File: config.mk
export PLATFORM = sky130hd
export DESIGN_NAME = serial_subtractor_16bit
export DESIGN_NICKNAME = d
export VERILOG_FILES = /design/src/rtl/serial_sub_pkg.sv /design/src/rtl/serial_subtractor_16bit_bit_counter.sv /design/src/rtl/serial_subtractor_16bit.sv
export SDC_FILE = /design/constraint.sdc
export NUM_CORES = 1
export LEC_CHECK = 0
export BUFFER_PORTS_ARGS = -buffer_cell sky130_fd_sc_hd__buf_2
export CAP_MARGIN = 20
export CORE_MARGIN = 2
export CORE_UTILIZATION = 55
export CTS_BUF_LIST = sky130_fd_sc_hd__clkbuf_8 sky130_fd_sc_hd__clkbuf_16
export CTS_CLUSTER_SIZE = 16
export DETAILED_ROUTE_END_ITERATION = 8
export PLACE_DENSITY = 0.8
export SLEW_MARGIN = 20
export SYNTH_ARGS = -nofsm -noshare
export SYNTH_HDL_FRONTEND = slang
export SYNTH_SLANG_ARGS = --single-unit
export TNS_END_PERCENT = 50
File: constraint.sdc
create_clock -name clk -period 2.6 [get_ports clk]
set_clock_uncertainty 0.1 [all_clocks]
set_input_delay 0.39 -clock clk [delete_from_list [all_inputs] [get_ports clk]]
set_output_delay 0.39 -clock clk [all_outputs]
set_load 0.1 [all_outputs]
File: src/rtl/serial_sub_pkg.sv
// serial_sub_pkg
//   Shared types and helpers for the bit-serial subtractor.
//   - state_t          : controller states (IDLE, SHIFT, DONE)
//   - SUB_DEFAULT_BITS : default operand/result width
//   - sub_bit()        : one-bit full-subtractor step, returns {borrow_next, diff_bit}
package serial_sub_pkg;

  typedef enum logic [1:0] {
    IDLE  = 2'd0,
    SHIFT = 2'd1,
    DONE  = 2'd2
  } state_t;

  localparam int SUB_DEFAULT_BITS = 16;

  // Computes one bit of a - b - br and the borrow into the next bit.
  function automatic logic [1:0] sub_bit(input logic a_bit, input logic b_bit, input logic br);
    logic d;
    logic br_next;
    d       = a_bit ^ b_bit ^ br;
    br_next = (~a_bit & b_bit) | (~(a_bit ^ b_bit) & br);
    return {br_next, d};
  endfunction

endpackage

File: src/rtl/serial_subtractor_16bit_bit_counter.sv
// bit_counter
//   Up-counter with synchronous clear, count enable and a rollover flag at a
//   programmable value. Wraps to zero on the enabled edge where the count
//   equals rollover_val.
//   Ports:
//     clk            in   clock, rising edge
//     n_rst          in   asynchronous active-low reset
//     clear          in   synchronous clear to zero (wins over count_enable)
//     count_enable   in   advance the count by one
//     rollover_val   in   [CNT_W] terminal count value
//     rollover_flag  out  high while count equals rollover_val
module bit_counter #(
  parameter int CNT_W = 4
) (
  input  logic             clk,
  input  logic             n_rst,
  input  logic             clear,
  input  logic             count_enable,
  input  logic [CNT_W-1:0] rollover_val,
  output logic             rollover_flag
);

  logic [CNT_W-1:0] count_reg;
  logic [CNT_W-1:0] count_next;

  assign rollover_flag = (count_reg == rollover_val);

  always_comb begin
    count_next = count_reg;
    if (clear) begin
      count_next = '0;
    end else if (count_enable) begin
      if (rollover_flag) begin
        count_next = '0;
      end else begin
        count_next = count_reg + 1'b1;
      end
    end
  end

  always_ff @(posedge clk or negedge n_rst) begin
    if (!n_rst) begin
      count_reg <= '0;
    end else begin
      count_reg <= count_next;
    end
  end

endmodule

File: src/rtl/serial_subtractor_16bit.sv
// serial_subtractor_16bit
//   Bit-serial subtractor: diff = a - b - borrow_in, one result bit per clock,
//   LSB first, with a start/busy/done handshake.
//   Optional build macro SERIAL_SUB_SIGNED_OVF_EN adds a registered signed
//   overflow output.
//   Ports:
//     clk         in   clock, rising edge
//     n_rst       in   asynchronous active-low reset
//     start       in   request, sampled only in IDLE
//     a, b        in   [NUM_BITS] minuend / subtrahend, captured on accept
//     borrow_in   in   incoming borrow, captured on accept
//     busy        out  operation in flight (SHIFT or DONE)
//     done        out  one-cycle completion pulse
//     diff        out  [NUM_BITS] result register
//     borrow_out  out  final borrow (unsigned underflow)
//     overflow    out  signed overflow (only with SERIAL_SUB_SIGNED_OVF_EN)
module serial_subtractor_16bit
  import serial_sub_pkg::*;
#(
  parameter int NUM_BITS = SUB_DEFAULT_BITS
) (
  input  logic                clk,
  input  logic                n_rst,
  input  logic                start,
  input  logic [NUM_BITS-1:0] a,
  input  logic [NUM_BITS-1:0] b,
  input  logic                borrow_in,
  output logic                busy,
  output logic                done,
  output logic [NUM_BITS-1:0] diff,
  output logic                borrow_out
`ifdef SERIAL_SUB_SIGNED_OVF_EN
  ,
  output logic                overflow
`endif
);

  localparam int CNT_W = $clog2(NUM_BITS);
  localparam logic [CNT_W-1:0] LAST_BIT = CNT_W'(NUM_BITS - 1);

  state_t state_reg, state_next;

  logic [NUM_BITS-1:0] a_sh_reg, b_sh_reg, res_sh_reg;
  logic                br_reg;
  logic [NUM_BITS-1:0] diff_reg;
  logic                borrow_out_reg;

  logic [1:0] bit_pair;
  logic       d_bit;
  logic       br_next;
  logic       cnt_last;
  logic       accept;
  logic       finish;

  assign bit_pair = sub_bit(a_sh_reg[0], b_sh_reg[0], br_reg);
  assign d_bit    = bit_pair[0];
  assign br_next  = bit_pair[1];

  assign accept = (state_reg == IDLE) && start;
  // Last SHIFT edge: the counter has already seen NUM_BITS-1 bits.
  assign finish = (state_reg == SHIFT) && cnt_last;

  bit_counter #(
    .CNT_W (CNT_W)
  ) u_bit_counter (
    .clk           (clk),
    .n_rst         (n_rst),
    .clear         (state_reg != SHIFT),
    .count_enable  (state_reg == SHIFT),
    .rollover_val  (LAST_BIT),
    .rollover_flag (cnt_last)
  );

  always_ff @(posedge clk or negedge n_rst) begin
    if (!n_rst) begin
      state_reg <= IDLE;
    end else begin
      state_reg <= state_next;
    end
  end

  // busy/done decode only the state register, so they stay free of input paths.
  always_comb begin
    state_next = state_reg;
    busy       = 1'b0;
    done       = 1'b0;
    case (state_reg)
      IDLE: begin
        if (start) state_next = SHIFT;
      end
      SHIFT: begin
        busy = 1'b1;
        if (cnt_last) state_next = DONE;
      end
      DONE: begin
        busy       = 1'b1;
        done       = 1'b1;
        state_next = IDLE;
      end
      default: state_next = IDLE;
    endcase
  end

  always_ff @(posedge clk or negedge n_rst) begin
    if (!n_rst) begin
      a_sh_reg       <= '0;
      b_sh_reg       <= '0;
      res_sh_reg     <= '0;
      br_reg         <= 1'b0;
      diff_reg       <= '0;
      borrow_out_reg <= 1'b0;
    end else if (accept) begin
      a_sh_reg   <= a;
      b_sh_reg   <= b;
      br_reg     <= borrow_in;
      res_sh_reg <= '0;
    end else if (state_reg == SHIFT) begin
      a_sh_reg   <= a_sh_reg >> 1;
      b_sh_reg   <= b_sh_reg >> 1;
      br_reg     <= br_next;
      res_sh_reg <= {d_bit, res_sh_reg[NUM_BITS-1:1]};
      if (finish) begin
        // The final bit is still in flight, so merge it here rather than
        // waiting a cycle for res_sh_reg to settle.
        diff_reg       <= {d_bit, res_sh_reg[NUM_BITS-1:1]};
        borrow_out_reg <= br_next;
      end
    end
  end

  assign diff       = diff_reg;
  assign borrow_out = borrow_out_reg;

`ifdef SERIAL_SUB_SIGNED_OVF_EN
  // Operand MSBs are shifted out during SHIFT, so keep copies for the
  // overflow decision taken on the final bit.
  logic a_msb_reg, b_msb_reg, overflow_reg;

  always_ff @(posedge clk or negedge n_rst) begin
    if (!n_rst) begin
      a_msb_reg    <= 1'b0;
      b_msb_reg    <= 1'b0;
      overflow_reg <= 1'b0;
    end else if (accept) begin
      a_msb_reg <= a[NUM_BITS-1];
      b_msb_reg <= b[NUM_BITS-1];
    end else if (finish) begin
      overflow_reg <= (a_msb_reg != b_msb_reg) && (d_bit != a_msb_reg);
    end
  end

  assign overflow = overflow_reg;
`endif

endmodule
==> flow_summary.ini, run 1 <==
[status]
status = finished clean

[route]
vias = 2010
viasPerCell = 5.141
drt_iter0_markers = 83
drc = 0
totalWireLength_um = 5233
ant_nets = 0
wl_per_cell_um = 13.38
drt_pass1_iterations = 4

[power]
p_per_area_nw_per_um2 = 1017
power_uw = 3688
vdd_drop_max_mv = 0.5884
leakage_uw = 0.001925

[cts]
cts_resized = 0
numCtsBuffers = 9
numClockSinks = 71
clk_pin_slew_ns = 0.08
worst_skew_pair.late_latency_ns = 0.33
cts_tree = yes
h-tree-depth = 3
post_cts_buffers = 0
cts-hold-fix-buffers = 0
cts.root.buffer_cell = clkbuf_8
clockBufferDepth = 2

[finish]
fillCellCount = 452
nets = 356
syn2layout_area_growth_pct = 15.68
antenna_cells = 0
layout-drive-gt1-share_pct = 28.53

[synth]
syn_area_sq_um = 3136
postSynthCellCount = 264
synth-async-reset-ratio_pct = 100.0
synth-edff-count = 0
yosysSeqAreaShare_pct = 56.66
yosys_warnings = 0
avgSynthCellArea_sq_um = 11.88
synth_ff_type = dfrtp_1
synth.distinct_cells = 26
syn_nets = 306
ys_ff_latch = 71

[global_routing]
antenna_found_initial = 0
grt_use_total_pct = 17.99
first_global_vias = 1945
grt_max_degree = 82
grt-ovfl-total = 0
grt_first_pass_wirelength_um = 8728

[worst_setup_path]
slowest_stage = or3b_1
path_delay_family = simple AND/OR/NAND/NOR gates
critPathRequiredTime_ns = 2.72
crit_type = flip-flop to flip-flop
crit_buf_inv = 1
cp.arrival_ns = 2.32
critPathMaxStageDelay_ns = 0.74
path_cells = inv_1 -> ha_1 -> and2_4 -> or3b_1 -> mux2_4
crit_path_max_fanout = 17
cp-end-kind = flip-flop
crit_path_start_kind = flip-flop

[die]
ios = 55
row_count = 27
die_x_um = 79.51
coreArea_sq_um = 5507
start_util_pct = 56.94
die_h_um = 79.51
dieArea_sq_um = 6321

[timing]
setup_viol = 0
hold_violations = 0
finalCriticalPeriod_ns = 2.204
rsz0062_at_grt = no
drv_slew = 0
tns_ns = 0
timing.fmax_ghz = 0.4537
period_share_pct = 84.77
max_slew_margin_pct = 41.71
setup_slack_ns = 0.3959
tightest_slew_ns = 0.8743

[place]
place_ws_ns = 0.3853
place_congestion = 0.7407
hpwl_um = 3293
io_buffers = 54

[hold_path]
hold_class = input port to asynchronous set/reset pin

[job]
drv_cap = 0
[cells in the final DEF, fill, tap and decap left out, types with 4 or more instances in the layout]
cell type / Yosys / routed
mux2_4: 9 / 9
nand2_1: 35 / 35
mux2i_1: 46 / 46
nor2_1: 16 / 16
clkinv_2: 0 / 4
buf_2: 8 / 53
ha_1: 5 / 4
inv_1: 6 / 6
mux2_2: 8 / 8
dfrtp_1: 71 / 71
o21ai_0: 36 / 36
clkbuf_8: 0 / 9
[synth_stat cells, types with 5 or more instances]
cell	number	area share [%]
ha_1	5	2.0
dfrtp_1	71	57
mux2i_1	46	15
mux2_2	8	2.9
clkbuf_1	5	0.60
mux2_4	9	4.3
o21ai_0	36	5.7
nand2_1	35	4.2
buf_2	8	1.3
nor2_1	16	1.9
inv_1	6	0.72
[metrics by stage]
step                std cells  util (%)  hold WS, ns  cell area [sq um]
floorplan                 264         -    -0.005591               3136
global placement          375     62.03       0.3588               3416
detailed placement        375     62.03       0.3888               3416
CTS                       391     65.87      0.09332               3627
global route              391     65.87       0.1401               3627
finish                    391     65.87      0.04838               3627
[report_power, final]
group / switching (uW) / internal (uW)
clock network: 405 / 533
logic: 634 / 497
registers: 193 / 1430
[metal layers]
layer  routed length (um)  global-route usage [%]
met1                 2367                   22.71
met2                 2525                   29.33
met3                  250                   3.620
met4                   89                   9.310
met5                    0                       0
[cell families (layout without fill, tap and decap cells)]
family / Yosys count / count (layout) / synth area share (%)
adders and majority gates: 6 / 6 / 2.634
AOI/OAI and AO/OA: 40 / 40 / 6.544
DFF: 71 / 71 / 56.66
and+or+nand+nor: 60 / 60 / 8.101
xor gates and xnor gates: 1 / 1 / 0.2794
muxes: 63 / 63 / 21.87
buffers and inverters: 23 / 78 / 3.910
[path summary, 6_finish.rpt]
| check | startpoint | to | cells after the start | slack, ns |
|---|---|---|---|---|
| max | state_reg[0]$_DFFE_PN0P_ | diff[14]$_DFFE_PN0P_ | 5 | 0.40 |
| min | n_rst | diff[8]$_DFFE_PN0P_ | 1 | 0.05 |
| max reg2reg | state_reg[0]$_DFFE_PN0P_ | diff[14]$_DFFE_PN0P_ | 5 | 0.40 |
| min reg2reg | u_bit_counter.count_reg[0]$_DFF_PN0_ | u_bit_counter.count_reg[0]$_DFF_PN0_ | 1 | 0.40 |
| max in group asynchronous | n_rst | b_sh_reg[11]$_DFFE_PN0P_ | 1 | 1.77 |
| min in group clk | b[5] | b_sh_reg[5]$_DFFE_PN0P_ | 3 | 0.15 |
[worst register-to-register path, cell delays in order, from the launching register on]
cell and delay, ns:
dfrtp_1 0.38, inv_1 0.08, ha_1 0.21, and2_4 0.14
or3b_1 0.74, mux2_4 0.44
[area by class of cell]
cell class / count / area (sq um) / area share, %
well taps: 72 / 90.09 / 2.484
clock inverters: 7 / 87.58 / 2.415
inverters: 6 / 22.52 / 0.6209
flip-flops and latches: 71 / 1777 / 48.98
repair buffers: 56 / 287.8 / 7.934
clock buffers: 9 / 123.9 / 3.415
multi-input cells: 170 / 1239 / 34.15
(Power assumes the default switching activity.)
==> run 2: changes to the inputs <==
- clock period: 2.6 -> 2.2 ns (I/O delays scaled with it)
==> flow_summary.ini, run 2 (same netlist as run 1, synthesis figures left out) <==
[finish]
most-common-layout-cells = dfrtp_1 (71), buf_2 (53), mux2i_1 (46)
nets = 357
final_common_cell = dfrtp_1
antenna_cells = 0
layout-drive-gt1-share_pct = 27.76
syn2layout_area_growth_pct = 15.48

[timing]
drv_slew = 0
setup_viol = 0
timing.fmax_ghz = 0.5168
max_slew_margin_pct = 43.19
finalCriticalPeriod_ns = 1.935
tightest_slew_ns = 0.8522
period_share_pct = 87.95
hold_slack_ns = -0.01966
hold_violations = 14
rsz0062_at_grt = no
tns_ns = 0

[worst_setup_path]
crit_path_max_fanout = 17
reg2reg_from = state_reg[0]$_DFFE_PN0P_
cp.arrival_ns = 2.05
cp-end-kind = flip-flop
critPathRequiredTime_ns = 2.32
crit_path_start_kind = flip-flop
r2r_setup_slack_ns = 0.27
path_cells = inv_1 -> ha_1 -> and2_4 -> or3b_1 -> buf_4 -> mux2_4
r2r_cells = 6
worstReg2RegEnd = diff[9]$_DFFE_PN0P_
crit_type = flip-flop to flip-flop
slowest_stage = dfrtp_1
critPathMaxStageDelay_ns = 0.37

[power]
vdd_drop_max_mv = 0.6197
internal-power_uw = 2851
leakage_uw = 0.001924
power.share.combinational_pct = 31.8
p_clk_share_pct = 23.4
pwr-share-seq_pct = 44.8
power_switching_uw = 1392
p_per_area_nw_per_um2 = 1172
swShare_pct = 32.81

[die]
die_x_um = 79.51
die_h_um = 79.51
coreArea_sq_um = 5507
start_util_pct = 56.94
dieArea_sq_um = 6321
ios = 55
row_count = 27

[route]
ant_nets = 0
drc = 0
drt_iter0_markers = 142
wl_per_cell_um = 12.80
vias = 2018
drt_pass1_iterations = 4
viasPerCell = 5.188
totalWireLength_um = 4980

[cts]
numClockSinks = 71
numCtsBuffers = 9
clockBufferDepth = 2
h-tree-depth = 3
cts_resized = 0
worst_skew_pair.late_latency_ns = 0.33
clk_pin_slew_ns = 0.06
post_cts_buffers = 0
cts-hold-fix-buffers = 0
cts_tree = yes
cts.root.buffer_cell = clkbuf_8

[status]
violations = hold timing
status = finished with violations

[place]
io_buffers = 54
hpwl_um = 3199
place_congestion = 0.7168

[global_routing]
grt-ovfl-total = 0
grt_first_pass_wirelength_um = 8707
antenna_found_initial = 0
grt_max_degree = 82
grt_use_total_pct = 17.98
first_global_vias = 2055

[hold_path]
hold_class = input port to asynchronous set/reset pin

[job]
drv_cap = 0
-- run 2: cell types whose count changed in the layout (fill, tap and decap cells not counted) --
| cell | before | now |
|---|---|---|
| buf_12 | 0 | 1 |
| clkinvlp_4 | 1 | 0 |
| clkinv_2 | 4 | 0 |
| inv_1 | 6 | 7 |
| bufinv_16 | 2 | 1 |
| clkbuf_8 | 9 | 11 |
-- run 2: critical path: cells and delay by family (launching register included) --
kind,cells,cell delay [ns]
fa+ha+maj,1,0.21
simple gates,2,0.51
flops,1,0.37
buf+inv,2,0.32
mux,1,0.32
-- run 2: power groups by stage --
| stage | logic [uW] | clock network [uW] | registers (uW) |
|---|---|---|---|
| floorplan | 1140 | 0 | 1870 |
| global placement | 1320 | 0 | 1910 |
| detailed placement | 1370 | 0 | 1930 |
| CTS | 1370 | 1020 | 1910 |
| global route | 1520 | 1080 | 1960 |
| finish | 1350 | 993 | 1900 |
-- run 2: worst max-delay path by stage --
stage | end | slack [ns] | from
floorplan | diff[10]$_DFFE_PN0P_ | 0.17 | state_reg[0]$_DFFE_PN0P_
global placement | diff[11]$_DFFE_PN0P_ | 0.33 | state_reg[0]$_DFFE_PN0P_
detailed placement | diff[9]$_DFFE_PN0P_ | 0.27 | state_reg[0]$_DFFE_PN0P_
CTS | diff[11]$_DFFE_PN0P_ | 0.25 | state_reg[0]$_DFFE_PN0P_
global route | diff[8]$_DFFE_PN0P_ | 0.16 | state_reg[0]$_DFFE_PN0P_
finish | diff[9]$_DFFE_PN0P_ | 0.27 | state_reg[0]$_DFFE_PN0P_
-- run 2: through the flow --
stage / setup WS [ns] / utilization, % / instances / total power [uW] / instance area [sq um]
CTS: 0.2548 / 65.76 / 389 / 4294 / 3621
finish: 0.2652 / 65.76 / 389 / 4243 / 3621
floorplan: 0.1738 / - / 264 / 3007 / 3136
detailed placement: 0.2658 / 62.39 / 376 / 3300 / 3436
global placement: 0.3260 / 62.39 / 376 / 3236 / 3436
global route: 0.1630 / 65.76 / 389 / 4567 / 3621
-- run 2: metal layers --
metal	global-route usage, %	up-vias	share of wire [%]
met2	29.83	45	47
li1	-	993	-
met5	0	-	0
met3	3.733	8	3.9
met1	21.61	972	47
met4	10.52	0	1.7
-- run 2: final cells by class --
cell class / instances / area [sq um]
inverters: 6 / 22.52
clock inverters: 2 / 33.78
well taps: 72 / 90.09
multi-input cells: 170 / 1239
repair buffers: 57 / 307.8
clock buffers: 11 / 151.4
flip-flops and latches: 71 / 1777
fillers: 452 / 1886
==> run 3: changes to the inputs <==
- MAX_ROUTING_LAYER: unset -> met4
==> flow_summary.ini, run 3 (same netlist as run 1, synthesis figures left out) <==
[status]
status = finished with violations
violations = hold timing

[cts]
numClockSinks = 71
cts.root.buffer_cell = clkbuf_8
post_cts_buffers = 0
cts-hold-fix-buffers = 0
cts_resized = 0
worst_skew_pair.late_latency_ns = 0.33
cts_tree = yes
numCtsBuffers = 9
clockBufferDepth = 2
h-tree-depth = 3
clk_pin_slew_ns = 0.06

[timing]
hold_slack_ns = -0.01917
hold_violations = 14
drv_slew = 0
max_slew_margin_pct = 43.21
finalCriticalPeriod_ns = 1.938
setup_viol = 0
rsz0062_at_grt = no
timing.fmax_ghz = 0.5161
period_share_pct = 88.08
tightest_slew_ns = 0.8518
tns_ns = 0

[global_routing]
grt_use_total_pct = 18.47
first_global_vias = 2054
grt_first_pass_wirelength_um = 8714
grt_max_degree = 82
antenna_found_initial = 0
grt-ovfl-total = 0

[route]
drt_pass1_iterations = 4
viasPerCell = 5.183
wl_per_cell_um = 12.84
vias = 2016
totalWireLength_um = 4993
drc = 0
drt_iter0_markers = 142
ant_nets = 0

[finish]
layout-drive-gt1-share_pct = 27.76
antenna_cells = 0
most-common-layout-cells = dfrtp_1 (71), buf_2 (53), mux2i_1 (46)
syn2layout_area_growth_pct = 15.48
nets = 357
fillCellCount = 452
final_common_cell = dfrtp_1

[worst_setup_path]
critPathRequiredTime_ns = 2.32
cp.arrival_ns = 2.05
crit_path_max_fanout = 17
r2r_cells = 6
worstReg2RegEnd = diff[9]$_DFFE_PN0P_
crit_type = flip-flop to flip-flop
cp-end-kind = flip-flop
crit_path_start_kind = flip-flop
r2r_setup_slack_ns = 0.26
reg2reg_from = state_reg[0]$_DFFE_PN0P_

[die]
die_h_um = 79.51
dieArea_sq_um = 6321
row_count = 27
start_util_pct = 56.94
die_x_um = 79.51
ios = 55
coreArea_sq_um = 5507

[power]
leakage_uw = 0.001924
vdd_drop_max_mv = 0.6197
p_per_area_nw_per_um2 = 1173
power_uw = 4246

[job]
drv_cap = 0

[hold_path]
hold_class = input port to asynchronous set/reset pin

[place]
io_buffers = 54
place_congestion = 0.7252
hpwl_um = 3199
-- run 3: cell counts in the layout (fill, tap and decap cells not counted) --
No cell type changed its count.
-- run 3: per-layer routing --
metal | global-route usage (%) | vias to the layer above | wire (um) | share of wire [%]
met5 | - | - | 0 | 0
met4 | 10.52 | 0 | 78 | 1.6
met3 | 3.733 | 8 | 198 | 4.0
met2 | 29.83 | 45 | 2376 | 48
met1 | 21.61 | 972 | 2339 | 47
li1 | - | 991 | - | -
-- run 3: cell type report --
cell class	count	area, sq um	area share, %
Multi-Input combinational cell	170	1239	34.21
Inverter	6	22.52	0.6220
Timing Repair Buffer	57	307.8	8.500
Clock buffer	11	151.4	4.181
Clock inverter	2	33.78	0.9330
Sequential cell	71	1777	49.07
Tap cell	72	90.09	2.488
-- run 3: how the worst max path moves through the flow --
| stage | start | endpoint | slack, ns | cells after the start |
|---|---|---|---|---|
| after floorplan | state_reg[0]$_DFFE_PN0P_ | diff[10]$_DFFE_PN0P_ | 0.17 | 8 |
| after global placement | state_reg[0]$_DFFE_PN0P_ | diff[11]$_DFFE_PN0P_ | 0.33 | 6 |
| after detailed placement | state_reg[0]$_DFFE_PN0P_ | diff[9]$_DFFE_PN0P_ | 0.27 | 6 |
| after CTS | state_reg[0]$_DFFE_PN0P_ | diff[11]$_DFFE_PN0P_ | 0.25 | 6 |
| after global routing | state_reg[0]$_DFFE_PN0P_ | diff[8]$_DFFE_PN0P_ | 0.16 | 6 |
| final | state_reg[0]$_DFFE_PN0P_ | diff[9]$_DFFE_PN0P_ | 0.26 | 6 |
-- run 3: stage by stage --
step	worst slack, ns	instance area, sq um	util, %	instances
floorplan	0.1738	3136	-	264
global placement	0.3260	3436	62.39	376
detailed placement	0.2658	3436	62.39	376
CTS	0.2548	3621	65.76	389
global route	0.1630	3621	65.76	389
finish	0.2623	3621	65.76	389
-- run 3: worst max-delay path, cell delays in order (launching register included) --
cell and delay (ns):
dfrtp_1 0.37, inv_1 0.09, ha_1 0.21, and2_4 0.14
or3b_1 0.37, buf_4 0.23, mux2_4 0.32
-- run 3: power breakdown --
| group | switching (uW) | total, uW | internal [uW] |
|---|---|---|---|
| registers | 218 | 1900 | 1690 |
| clock network | 431 | 994 | 563 |
| logic | 746 | 1350 | 602 |
| total | 1390 | 4250 | 2850 |
